--- config.mk ---
export PLATFORM = sky130hd
export DESIGN_NAME = throw_power_ctrl
export DESIGN_NICKNAME = d
export VERILOG_FILES = /design/src/rtl/throw_pkg.sv /design/src/rtl/power_ramp.sv /design/src/rtl/throw_power_ctrl.sv
export SDC_FILE = /design/constraint.sdc
export NUM_CORES = 1
export LEC_CHECK = 0
export BUFFER_PORTS_ARGS = -buffer_cell sky130_fd_sc_hd__clkbuf_2
export CAP_MARGIN = 20
export CELL_PAD_IN_SITES_DETAIL_PLACEMENT = 1
export CELL_PAD_IN_SITES_GLOBAL_PLACEMENT = 1
export CORE_MARGIN = 4
export CORE_UTILIZATION = 48
export CTS_CLUSTER_SIZE = 20
export DETAILED_ROUTE_END_ITERATION = 10
export PLACE_DENSITY = 0.86
export SLEW_MARGIN = 20
export SYNTH_ARGS = -nofsm -noshare
export SYNTH_HDL_FRONTEND = slang
export SYNTH_SLANG_ARGS = --single-unit
--- constraint.sdc ---
create_clock -name clk60MHz -period 3.7 [get_ports clk60MHz]
set_input_delay 0.74 -clock clk60MHz [delete_from_list [all_inputs] [get_ports clk60MHz]]
set_output_delay 0.74 -clock clk60MHz [all_outputs]
set_load 0.1 [all_outputs]
--- src/rtl/throw_pkg.sv ---
// Shared types and helpers for the local throw sequence (throw_power_ctrl, power_ramp).
package throw_pkg;

    typedef enum logic [2:0] {
        IDLE   = 3'd0,
        READY  = 3'd1,
        CHARGE = 3'd2,
        FIRE   = 3'd3,
        FLIGHT = 3'd4
    } state_t;

    typedef enum logic {
        UP   = 1'b0,
        DOWN = 1'b1
    } dir_t;

    // Player-id width; a single-player build still needs one bit.
    function automatic int pid_w(input int players);
        if (players > 1) begin
            return $clog2(players);
        end else begin
            return 1;
        end
    endfunction

endpackage

--- src/rtl/power_ramp.sv ---
// Throw power ramp: STEP_DIV prescaler driving an up/down counter that either
// saturates at full scale or bounces between the limits (PINGPONG).
module power_ramp
    import throw_pkg::*;
#(
    parameter int PWR_W    = 5,
    parameter int STEP_DIV = 1_000_000,
    parameter int PINGPONG = 1
) (
    input  logic             clk60MHz,
    input  logic             rst,
    input  logic             clear,
    input  logic             enable,
    output logic [PWR_W-1:0] power,
    output logic             step
);

    localparam int               CNT_W    = (STEP_DIV > 1) ? $clog2(STEP_DIV) : 1;
    localparam logic [CNT_W-1:0] CNT_LAST = CNT_W'(STEP_DIV - 1);
    localparam logic [CNT_W-1:0] CNT_ONE  = CNT_W'(1'b1);
    localparam logic [PWR_W-1:0] PWR_MAX  = {PWR_W{1'b1}};
    localparam logic [PWR_W-1:0] PWR_ONE  = PWR_W'(1'b1);

    logic [CNT_W-1:0] cnt_q,   cnt_d;
    logic [PWR_W-1:0] power_q, power_d;
    dir_t             dir_q,   dir_d;
    logic             step_q,  step_d;

    // Next-state for prescaler, power value and ramp direction.
    always_comb begin
        cnt_d   = cnt_q;
        power_d = power_q;
        dir_d   = dir_q;
        step_d  = 1'b0;
        if (clear) begin
            cnt_d   = '0;
            power_d = '0;
            dir_d   = UP;
        end else if (enable) begin
            if (cnt_q == CNT_LAST) begin
                cnt_d  = '0;
                step_d = 1'b1;
                case (dir_q)
                    UP: begin
                        if (power_q != PWR_MAX) begin
                            power_d = power_q + PWR_ONE;
                        end else if (PINGPONG != 0) begin
                            power_d = PWR_MAX - PWR_ONE;
                            dir_d   = DOWN;
                        end else begin
                            power_d = PWR_MAX;
                        end
                    end
                    DOWN: begin
                        if (power_q != '0) begin
                            power_d = power_q - PWR_ONE;
                        end else begin
                            power_d = PWR_ONE;
                            dir_d   = UP;
                        end
                    end
                    default: begin
                        power_d = power_q;
                        dir_d   = UP;
                    end
                endcase
            end else begin
                cnt_d = cnt_q + CNT_ONE;
            end
        end else begin
            cnt_d = cnt_q;
        end
    end

    // Ramp state registers.
    always_ff @(posedge clk60MHz) begin
        if (rst) begin
            cnt_q   <= '0;
            power_q <= '0;
            dir_q   <= UP;
            step_q  <= 1'b0;
        end else begin
            cnt_q   <= cnt_d;
            power_q <= power_d;
            dir_q   <= dir_d;
            step_q  <= step_d;
        end
    end

    assign power = power_q;
    assign step  = step_q;

endmodule

--- src/rtl/throw_power_ctrl.sv ---
// Local throw sequencer: turn gating, power charge, release-to-fire, flight hold.
// Define THROW_FLIGHT_TIMEOUT_EN to add the FLIGHT watchdog (flight_timeout).
module throw_power_ctrl
    import throw_pkg::*;
#(
    parameter int  PLAYERS   = 2,
    parameter int  PWR_W     = 5,
    parameter int  STEP_DIV  = 1_000_000,
    parameter int  PINGPONG  = 1,
    parameter int  FLIGHT_TO = 600_000_000,
    localparam int PID_W     = pid_w(PLAYERS)
) (
    input  logic             clk60MHz,
    input  logic             rst,
    input  logic             left,
    input  logic [PID_W-1:0] current_player,
    input  logic [PID_W-1:0] turn,
    input  logic             end_throw,
    output logic [PWR_W-1:0] power,
    output logic             throw_flag,
    output logic             busy,
    output logic             flight_timeout
);

    if (STEP_DIV < 1) begin : g_bad_step_div
        $error("STEP_DIV must be at least 1");
    end
    if (FLIGHT_TO < 2) begin : g_bad_flight_to
        $error("FLIGHT_TO must be at least 2");
    end

    state_t           state_q, state_d;
    logic             throw_flag_q, throw_flag_d;
    logic             busy_q, busy_d;
    logic             my_turn_s;
    logic             ramp_clear_s;
    logic             ramp_enable_s;
    logic [PWR_W-1:0] ramp_power_s;
    logic             unused_step_s;
    logic             expire_s;

    assign my_turn_s = (turn == current_player);

    power_ramp #(
        .PWR_W    (PWR_W),
        .STEP_DIV (STEP_DIV),
        .PINGPONG (PINGPONG)
    ) u_ramp (
        .clk60MHz (clk60MHz),
        .rst      (rst),
        .clear    (ramp_clear_s),
        .enable   (ramp_enable_s),
        .power    (ramp_power_s),
        .step     (unused_step_s)
    );

    // Throw FSM; the ramp only advances while the button is held on our turn,
    // so a release coinciding with a step fires the pre-step value.
    always_comb begin
        state_d       = state_q;
        throw_flag_d  = 1'b0;
        ramp_clear_s  = 1'b0;
        ramp_enable_s = 1'b0;
        case (state_q)
            IDLE: begin
                ramp_clear_s = 1'b1;
                if (my_turn_s && !left) begin
                    state_d = READY;
                end else begin
                    state_d = IDLE;
                end
            end
            READY: begin
                ramp_clear_s = 1'b1;
                if (!my_turn_s) begin
                    state_d = IDLE;
                end else if (left) begin
                    state_d = CHARGE;
                end else begin
                    state_d = READY;
                end
            end
            CHARGE: begin
                if (!my_turn_s) begin
                    state_d      = IDLE;
                    ramp_clear_s = 1'b1;
                end else if (!left) begin
                    if (ramp_power_s != '0) begin
                        state_d      = FIRE;
                        throw_flag_d = 1'b1;
                    end else begin
                        state_d      = READY;
                        ramp_clear_s = 1'b1;
                    end
                end else begin
                    state_d       = CHARGE;
                    ramp_enable_s = 1'b1;
                end
            end
            FIRE: begin
                state_d = FLIGHT;
            end
            FLIGHT: begin
                if (end_throw || expire_s) begin
                    state_d      = IDLE;
                    ramp_clear_s = 1'b1;
                end else begin
                    state_d = FLIGHT;
                end
            end
            default: begin
                state_d      = IDLE;
                ramp_clear_s = 1'b1;
            end
        endcase
        busy_d = (state_d == CHARGE) || (state_d == FIRE) || (state_d == FLIGHT);
    end

    // FSM state and registered status outputs.
    always_ff @(posedge clk60MHz) begin
        if (rst) begin
            state_q      <= IDLE;
            throw_flag_q <= 1'b0;
            busy_q       <= 1'b0;
        end else begin
            state_q      <= state_d;
            throw_flag_q <= throw_flag_d;
            busy_q       <= busy_d;
        end
    end

`ifdef THROW_FLIGHT_TIMEOUT_EN
    localparam int              FT_W    = $clog2(FLIGHT_TO);
    localparam logic [FT_W-1:0] FT_LAST = FT_W'(FLIGHT_TO - 1);
    localparam logic [FT_W-1:0] FT_ONE  = FT_W'(1'b1);

    logic [FT_W-1:0] flt_cnt_q, flt_cnt_d;
    logic            flight_timeout_q, flight_timeout_d;

    assign expire_s = (state_q == FLIGHT) && (flt_cnt_q == FT_LAST);

    // Watchdog counts from the FIRE cycle so expiry lands FLIGHT_TO cycles after the fire pulse.
    always_comb begin
        if ((state_q == FIRE) || (state_q == FLIGHT)) begin
            flt_cnt_d = flt_cnt_q + FT_ONE;
        end else begin
            flt_cnt_d = '0;
        end
        flight_timeout_d = expire_s && !end_throw;
    end

    // Watchdog registers.
    always_ff @(posedge clk60MHz) begin
        if (rst) begin
            flt_cnt_q        <= '0;
            flight_timeout_q <= 1'b0;
        end else begin
            flt_cnt_q        <= flt_cnt_d;
            flight_timeout_q <= flight_timeout_d;
        end
    end

    assign flight_timeout = flight_timeout_q;
`else
    assign expire_s       = 1'b0;
    assign flight_timeout = 1'b0;
`endif

    assign power      = ramp_power_s;
    assign throw_flag = throw_flag_q;
    assign busy       = busy_q;

endmodule

Word level (Yosys, flattened, before mapping) --
Index checks and enable logic that the tools add are counted.
Cells by class: add/sub/neg operators 3, equality and inequality tests 10, mux-type cells 23, bitwise logic cells 3, reduce and logical (&&, ||, !) cells 9
Operators by type and width (number):
- 20-bit by 1-bit adder with 20-bit output (second input constant) | 1
- 20-bit == test (second input constant) | 1
- 20-bit 2-to-1 mux | 1
- 3-bit case mux with 5 select lines | 1
- 3-bit by 2-bit == test with 1-bit output (second input constant) | 4
- 1-bit 2-to-1 mux | 10
- 5-bit 2-to-1 mux | 2
- 5-bit case mux with 2 select lines | 1
- 3-bit 2-to-1 mux | 3
- 3-bit == test (second input constant) | 2
- 2-bit 2-to-1 mux | 3
- 5-bit by 1-bit adder with 5-bit output (second input constant) | 1
- 5-bit inequality test (second input constant) | 1
- 5-bit nonzero test | 1
- 5-bit by 1-bit subtractor with 5-bit output (second input constant) | 1
- 4-bit OR reduction | 1
- 3-bit by 1-bit == test with 1-bit output (second input constant) | 1
- 3-bit logical NOT | 1
- 1-bit NOT | 3
- 1-bit case mux with 3 select lines | 1
- 1-bit logical OR | 2
- 1-bit case mux with 2 select lines | 1
- 2-bit AND reduction | 1
- 2-bit OR reduction | 1
- other kinds (3) | 3
Storage, ports and cells: flip-flop bits (word level) 31, bits of input ports 6, word-level logic and storage cells 54

Longest topological paths before layout --
Gate-level depths: netlist (run 1).
depth in word-level cells 8, depth in mapped cells 8, mapped depth without buffers 6

By module --
From an unflattened synthesis (run 1), not the netlist that was laid out.
Unflattened totals: cell total of the unflattened synthesis 204, area total of the unflattened synthesis 1700.4 um^2
By module, submodules not included:
- power_ramp | instances 1, cells each 177, area each 1455.1 um^2, sequential area each 540.5 um^2
- throw_power_ctrl | instances 1, cells each 27, area each 245.2 um^2, sequential area each 100.1 um^2

Worst setup path after synthesis (run 1) --
OpenSTA, ideal clock, no wires.
path type register -> register, start point reg u_ramp.power_q[0], in the netlist u_ramp.power[0], end point reg u_ramp.power_q[0], in the netlist u_ramp.power[0], arrival 2.422 ns, data required time 3.519 ns, path slack 1.096 ns, stages on the path, launching flop included 9, buffers on the path 2, period minus slack after synthesis 2.604 ns, path through dfxtp_1 inv_1 ha_1 or4b_2 nor3b_1 a211o_1 buf_2 buf_2 a311oi_1
On the way: cells in the longest elaborated chain, start to end 6
RTL lines:
- start, declared | line power_ramp.sv:25 | logic [PWR_W-1:0] power_q, power_d;
- start signal, assigned | line power_ramp.sv:84 | power_q <= power_d;
- 5-bit nonzero test | line power_ramp.sv:55, throw_power_ctrl.sv:88
- 1-bit 2-to-1 mux | line throw_power_ctrl.sv:88 | if (ramp_power_s != '0) begin
- 1-bit 2-to-1 mux | line throw_power_ctrl.sv:87 | end else if (!left) begin
- 1-bit 2-to-1 mux | line throw_power_ctrl.sv:84 | if (!my_turn_s) begin
- 1-bit case mux with 3 select lines | line throw_power_ctrl.sv:64 | case (state_q)
- 2-bit OR reduction (no line)
Parallel ways exist; a longest one is shown, timed or not. A chain may end at the register's enable or synchronous reset.

Worst setup path after layout (run 1) --
start point reg u_ramp.power_q[0], in the netlist u_ramp.power[0], end point reg u_ramp.cnt_q[3]
On the way: cells in the longest elaborated chain, start to end 6
RTL lines:
- 5-bit nonzero test | line throw_power_ctrl.sv:88
- 1-bit 2-to-1 mux | line throw_power_ctrl.sv:88
- 1-bit 2-to-1 mux | line throw_power_ctrl.sv:87
- 1-bit 2-to-1 mux | line throw_power_ctrl.sv:84
- 1-bit case mux with 3 select lines | line throw_power_ctrl.sv:64
- 2-bit OR reduction (no line)
- end signal, assigned | line power_ramp.sv:83 | cnt_q <= cnt_d;
- end, declared | line power_ramp.sv:24 | logic [CNT_W-1:0] cnt_q, cnt_d;
Every way passes these cells.

==> impl_metrics.json, run 1 <==
{
  "synth_top_flop_cell": "dfxtp_1",
  "avgViaCountPerCell": 6.40,
  "synth_seq_area_share": 0.344,
  "cts_sinks": 31,
  "synth_edf_count": 0,
  "hpwl_mm": 3.34,
  "critPathMaxFanout": 26,
  "cts_resized": 0,
  "pin_count": 14,
  "hold_violations": 0,
  "power_mw": 0.661,
  "yosysMostFrequentCell": "dfxtp_1",
  "first_pass_iters": 4,
  "netlist.area_leader.share": 0.344,
  "area_growth_pct": 9.29,
  "netlist_area_um2": 1800,
  "p_leak_nw": 0.599,
  "routed-wl-met2_mm": 2.42,
  "coreArea_um2": 3630,
  "placedCellCount": 256,
  "post_cts_buffers": 0,
  "crit_type": "register to register",
  "peakVddDrop_mv": 0.241,
  "min_period_ns": 2.72,
  "rows": 22,
  "stdcell_count": 264,
  "fin_setup_tns_ns": 0,
  "critPathArrivalTime_ns": 2.85,
  "critical_path.startpoint": "u_ramp.power[0]",
  "drive_gt1_frac": 0.153,
  "drv_slew": 0,
  "max-slew-margin-rel": 0.393,
  "maxCapViolations": 0,
  "cts_tree": "yes",
  "cts_buffers": 5,
  "wl_mm": 4.69,
  "end_kind": "register",
  "grt_pass1_wl_mm": 7.97,
  "worst_setup_path_start_kind": "register",
  "worstMarginPinSlew_ns": 0.910,
  "powerDensity_nw_per_um2": 335,
  "async_reset_ff_frac": 0,
  "yosysTopAreaCell": "dfxtp_1",
  "ant_nets": 0,
  "port_buffers": 12,
  "vias": 1689,
  "drc": 0,
  "postSynthNetCount": 218,
  "grt_pass1_vias": 1667,
  "hold_path.class": "register to register",
  "start_util": 0.497,
  "antenna_cells": 0,
  "syn_area_per_cell_um2": 8.67,
  "synth.distinct_cells": 52,
  "cts_root_buf": "clkbuf_8",
  "clk_path_buf_depth": 2,
  "ff2ff_setup_slack_ns": 0.98,
  "grt.total_usage": 0.202,
  "skew_ns": 0.00593,
  "synth_cells": 208,
  "r2r_start": "u_ramp.power[0]",
  "grt_max_degree": 27,
  "dr_wl_met3_um": 107,
  "cts.reportedPaths.clkPinSlew_ns": 0.07,
  "ys_ff_latch": 31,
  "clkLatencyLatePin_ns": 0.29,
  "crit_path_end": "u_ramp.cnt_q[3]",
  "gr-total-overflow": 0,
  "reg2reg_to": "u_ramp.cnt_q[3]",
  "top_layer": "met4",
  "status": "finished clean",
  "finalSetupViolCount": 0,
  "nets": 225,
  "hold_buffers": 0,
  "htree_num_levels": 2,
  "rsz0062_at_grt": "false",
  "die_x_um": 69.3,
  "utilization": 0.543,
  "synth_top_cells_by_count": "dfxtp_1, a211oi_1, or4_1",
  "die_area_um2": 4800,
  "place_congestion": 0.875,
  "synth_warnings": 0,
  "finalCritPeriodShare": 0.735,
  "reg2regPathDepth": 6,
  "antenna_found_initial": 0,
  "max_freq_ghz": 0.368,
  "wl_met1_mm": 2.09,
  "cp.required_ns": 3.84,
  "synthTopCellsByArea": "dfxtp_1, a211oi_1, or4_1, o31ai_1, xnor2_1",
  "post_drt_wl_per_cell_um": 17.8,
  "drtIter0Drc": 130,
  "die_h_um": 69.3
}
kinds of logic after synthesis:
family,share of synthesized area
and+or+nand+nor,0.300
DFF,0.344
other,0.00208
muxes,0.0173
adders and majority gates,0.0277
AOI/OAI and AO/OA,0.205
buffers and inverters,0.0603
xor gates and xnor gates,0.0437
metal layers:
metal,GRT usage,up-vias
met1,0.248,843
met4,0.0586,0
met3,0.0493,9
met2,0.346,23
met5,0,-
li1,-,814
per-stage QoR:
stage / hold slack (ns) / setup slack [ns] / instance area, um2
5_1_grt: 0.534 / 0.781 / 1970
4_1_cts: 0.505 / 0.965 / 1970
3_5_place_dp: 0.490 / 0.966 / 1870
2_1_floorplan: 0.455 / 1.10 / 1800
6_report: 0.504 / 0.982 / 1970
3_3_place_gp: 0.475 / 1.02 / 1870
layout by cell type, fill, tap and decap left out, types with 3 or more instances in the layout:
master,n
clkbuf_8,7
nor2_1,6
clkbuf_2,12
nand4_1,7
o31ai_1,11
o21ai_0,7
nor3_1,7
and3_1,3
nand3_1,8
or2_2,3
buf_4,3
a211oi_1,14
nand2_1,10
nor4_1,6
inv_1,9
xnor2_1,7
a211oi_2,3
or3_1,3
ha_1,4
nor4b_1,3
or4_1,12
dfxtp_1,31
a21oi_1,7
where the power goes:
part / internal (mW) / total (mW) / switching, mW
combinational: 0.00527 / 0.0199 / 0.0147
clock: 0.170 / 0.305 / 0.135
sequential: 0.335 / 0.336 / 0.00140
final cells by class:
type / instances / area [um2]
clock buffer: 8 / 100
fill: 455 / 1660
inverter: 9 / 33.8
multi-input combinational: 153 / 1070
sequential: 31 / 621
tap: 48 / 60.1
timing repair buffer: 15 / 82.6
sequential cells by signal, indices dropped and copies added, names as in the netlist:
register      flops
throw_flag        1
u_ramp.cnt_q     20
busy              1
state_q           3
u_ramp.power      5
u_ramp.dir_q      1
critical path: stages, from the launching register on:
cell     delay, ns
dfxtp_1       0.37
inv_1         0.14
ha_1          0.21
or4b_2        0.68
nor3b_1       0.26
a211o_1       0.74
nor3_1        0.15
worst min path at each step:
| stage | to | cells after the start | slack (ns) | startpoint |
|---|---|---|---|---|
| after CTS | u_ramp.cnt_q[5] | 2 | 0.50 | u_ramp.cnt_q[5] |
| after floorplan | u_ramp.cnt_q[19] | 2 | 0.46 | u_ramp.cnt_q[19] |
| after global routing | u_ramp.cnt_q[5] | 2 | 0.53 | u_ramp.cnt_q[5] |
| final | u_ramp.cnt_q[19] | 2 | 0.50 | u_ramp.cnt_q[19] |
| after global placement | u_ramp.cnt_q[19] | 2 | 0.48 | u_ramp.cnt_q[19] |
| after detailed placement | u_ramp.cnt_q[5] | 2 | 0.49 | u_ramp.cnt_q[5] |
(Power assumes the default switching activity.)
==> run 2, diff against run 1 <==
- CORE_UTILIZATION: 48 -> 41
- PLACE_DENSITY: 0.86 -> 0.78
- clock period: 3.7 -> 2.5 ns (I/O delays scaled with it)
==> impl_metrics.json, run 2 (same netlist as run 1, synthesis figures left out) <==
{
  "hold_violations": 0,
  "drv_slew": 0,
  "top_layer": "met4",
  "ant_nets": 0,
  "max-slew-margin-rel": 0.638,
  "rsz0062_at_grt": "false",
  "post_drt_wl_per_cell_um": 17.0,
  "coreArea_um2": 4120,
  "hold_path.class": "input port to register",
  "grt_pass1_vias": 1715,
  "start_util": 0.438,
  "wl_mm": 4.58,
  "drc": 0,
  "min_from": "rst",
  "pin_count": 14,
  "cp.required_ns": 2.70,
  "antenna_cells": 0,
  "area_growth_pct": 10.5,
  "hold_buffers": 0,
  "finalCritPeriodShare": 0.913,
  "min_period_ns": 2.28,
  "first_pass_iters": 4,
  "cts_resized": 0,
  "final_common_cell": "dfxtp_1",
  "post_cts_buffers": 0,
  "peakVddDrop_mv": 0.180,
  "worst_hold_slack_ns": 0.468,
  "grt_max_degree": 27,
  "status": "finished clean",
  "maxCapViolations": 0,
  "antenna_found_initial": 0,
  "rows": 23,
  "critPathArrivalTime_ns": 2.48,
  "grt.total_usage": 0.191,
  "critical_path.startpoint": "u_ramp.cnt_q[0]",
  "finalSetupViolCount": 0,
  "wl_met1_mm": 2.05,
  "gr-total-overflow": 0,
  "end_kind": "register",
  "skew_ns": 0.00612,
  "grt_pass1_wl_mm": 8.19,
  "htree_num_levels": 2,
  "hpwl_mm": 3.33,
  "hold_path_depth": 2,
  "critPathMaxFanout": 9,
  "drive_gt1_frac": 0.174,
  "max_freq_ghz": 0.438,
  "worstMarginPinSlew_ns": 0.545,
  "drtIter0Drc": 111,
  "crit_type": "register to register",
  "clkLatencyLatePin_ns": 0.28,
  "r2r_start": "u_ramp.cnt_q[0]",
  "nets": 228,
  "cts_buffers": 5,
  "place_congestion": 0.772,
  "cts_sinks": 31,
  "die_x_um": 74.3,
  "worst_setup_path_start_kind": "register",
  "cts.reportedPaths.clkPinSlew_ns": 0.06,
  "routed-wl-met2_mm": 2.33,
  "dr_wl_met3_um": 129,
  "reg2regPathDepth": 6,
  "largest_reg_flops": 20,
  "p_leak_nw": 0.610,
  "port_buffers": 12,
  "die_area_um2": 5530,
  "cts_root_buf": "clkbuf_8",
  "fin_setup_tns_ns": 0,
  "cts_tree": "yes",
  "clk_path_buf_depth": 2,
  "top_register": "u_ramp.cnt_q",
  "vias": 1659,
  "die_h_um": 74.3,
  "avgViaCountPerCell": 6.17,
  "final_cell_mix": "dfxtp_1, a211oi_1, or4_1, clkbuf_2, o31ai_1",
  "powerDensity_nw_per_um2": 455
}
-- run 2: cell count changes in the layout (fill, tap and decap cells not counted) --
cell / change
clkbuf_8: -2
clkinv_2: +1
dfxtp_1: -3
clkbuf_1: +1
buf_12: +1
dfxtp_2: +3
buf_4: +2
-- run 2: final timing paths --
path                      endpoint  slack (ns)
setup / recovery  u_ramp.cnt_q[12]        0.22
setup reg to reg  u_ramp.cnt_q[12]        0.22
hold / removal          state_q[2]        0.47
hold reg to reg   u_ramp.cnt_q[19]        0.51
-- run 2: area by class of cell --
cell class	instances	area, um2
repair buffers	18	118
multi-input cells	153	1070
clock inverters	1	5.00
flip-flops and latches	31	624
well taps	50	62.6
fillers	502	2120
inverters	9	33.8
clock buffers	7	76.3
-- run 2: through the flow --
stage | setup WS, ns | cells | utilization | total power, mW | instance area [um2]
after floorplan | 0.0317 | 208 | - | 0.530 | 1810
after global placement | 0.232 | 261 | 0.465 | 0.539 | 1910
after detailed placement | 0.124 | 261 | 0.465 | 0.541 | 1910
after CTS | 0.218 | 269 | 0.485 | 0.920 | 1990
after global routing | 0.0506 | 269 | 0.485 | 0.949 | 1990
final | 0.217 | 269 | 0.485 | 0.906 | 1990
-- run 2: power breakdown --
group	internal [mW]	switching [mW]
registers	0.495	0.00232
logic	0.0104	0.0228
clock network	0.195	0.181
-- run 2: worst max-delay path, cell delays in order, from the launching register on --
cell      delay (ns)
dfxtp_1         0.37
ha_1            0.20
nand2_1         0.11
or4_1           0.69
buf_4           0.23
or3_1           0.36
a211oi_2        0.24
-- run 2: routing by layer --
| layer | track usage | vias up |
|---|---|---|
| met5 | 0 | - |
| met4 | 0.0553 | 0 |
| met3 | 0.0486 | 7 |
| met2 | 0.333 | 22 |
| met1 | 0.233 | 809 |
| li1 | - | 821 |
==> run 3, diff against run 2 <==
- MAX_ROUTING_LAYER: unset -> met4
==> impl_metrics.json, run 3 (same netlist as run 1, synthesis figures left out) <==
{
  "top_register": "u_ramp.cnt_q",
  "hold_path.class": "input port to register",
  "fin_setup_tns_ns": 0,
  "powerDensity_nw_per_um2": 454,
  "drc": 0,
  "crit_type": "register to register",
  "hold_buffers": 0,
  "min_period_ns": 2.28,
  "critPathMaxFanout": 9,
  "gr-total-overflow": 0,
  "largest_reg_flops": 20,
  "post_drt_wl_per_cell_um": 17.0,
  "finalInstanceArea_um2": 1990,
  "clk_path_buf_depth": 2,
  "die_h_um": 74.3,
  "grt_max_degree": 27,
  "grt_pass1_wl_mm": 8.19,
  "end_kind": "register",
  "area_growth_pct": 10.5,
  "ant_nets": 0,
  "first_pass_iters": 4,
  "post_cts_buffers": 0,
  "hpwl_mm": 3.33,
  "maxCapViolations": 0,
  "cts_resized": 0,
  "final_common_cell": "dfxtp_1",
  "final_cell_mix": "dfxtp_1, a211oi_1, or4_1, clkbuf_2, o31ai_1",
  "antenna_cells": 0,
  "peakVddDrop_mv": 0.180,
  "cts_sinks": 31,
  "grt.total_usage": 0.197,
  "status": "finished clean",
  "finalCritPeriodShare": 0.913,
  "worst_setup_path_start_kind": "register",
  "p_leak_nw": 0.610,
  "hold_violations": 0,
  "seq_area_um2": 624,
  "multi_input_area_um2": 1070,
  "worstMarginPinSlew_ns": 0.546,
  "die_area_um2": 5530,
  "vias": 1673,
  "cts_tree": "yes",
  "drv_slew": 0,
  "cp.required_ns": 2.70,
  "port_buffers": 12,
  "cts_root_buf": "clkbuf_8",
  "coreArea_um2": 4120,
  "cts_buffers": 5,
  "rsz0062_at_grt": "false",
  "rows": 23,
  "htree_num_levels": 2,
  "wl_mm": 4.58,
  "antenna_found_initial": 0,
  "placedCellCount": 261,
  "stdcell_count": 269,
  "max-slew-margin-rel": 0.637,
  "drtIter0Drc": 106,
  "pin_count": 14,
  "grt_pass1_vias": 1720,
  "avgViaCountPerCell": 6.22,
  "fillCellCount": 502,
  "clkLatencyLatePin_ns": 0.28,
  "die_x_um": 74.3,
  "finalSetupViolCount": 0,
  "start_util": 0.438,
  "nets": 228,
  "cts.reportedPaths.clkPinSlew_ns": 0.06,
  "critPathArrivalTime_ns": 2.48,
  "worst_hold_slack_ns": 0.462,
  "skew_ns": 0.00622,
  "placed_cell_area_um2": 1910,
  "max_freq_ghz": 0.438,
  "place_congestion": 0.783,
  "drive_gt1_frac": 0.174
}
[run 3: cell counts in the layout (fill, tap and decap cells not counted)]
Identical to the previous run, type by type.
[run 3: path summary, 6_finish.rpt]
kind	from	endpoint	slack (ns)	depth (start not counted)
worst max-delay path	u_ramp.cnt_q[0]	u_ramp.cnt_q[12]	0.22	6
worst min-delay path	rst	state_q[2]	0.46	2
worst max register to register	u_ramp.cnt_q[0]	u_ramp.cnt_q[12]	0.22	6
worst min register to register	u_ramp.cnt_q[19]	u_ramp.cnt_q[19]	0.51	2
[run 3: area by class of cell]
class / count / share of cell area
tap: 50 / 0.0314
timing repair buffer: 18 / 0.0590
inverter: 9 / 0.0169
clock buffer: 7 / 0.0383
clock inverter: 1 / 0.00251
sequential: 31 / 0.313
multi-input combinational: 153 / 0.539
[run 3: layer usage]
| metal | routed length [um] | vias to the layer above | GRT usage |
|---|---|---|---|
| met1 | 2040 | 818 | 0.233 |
| li1 | - | 821 | - |
| met3 | 130 | 7 | 0.0486 |
| met4 | 65 | 0 | 0.0553 |
| met5 | 0 | - | - |
| met2 | 2340 | 27 | 0.332 |
[run 3: per-stage QoR]
stage	utilization	total power, mW	setup WS (ns)
4_1_cts	0.485	0.920	0.218
6_report	0.485	0.906	0.218
5_1_grt	0.485	0.949	0.0506
2_1_floorplan	-	0.530	0.0317
3_3_place_gp	0.465	0.539	0.232
3_5_place_dp	0.465	0.541	0.124
[run 3: worst max-delay path, stage by stage, from the launching register on]
cell      delay (ns)
dfxtp_1         0.37
ha_1            0.20
nand2_1         0.11
or4_1           0.69
buf_4           0.23
or3_1           0.36
a211oi_2        0.24
[run 3: power by group]
part / switching [mW] / internal (mW)
clock network: 0.180 / 0.195
registers: 0.00231 / 0.495
logic: 0.0228 / 0.0104
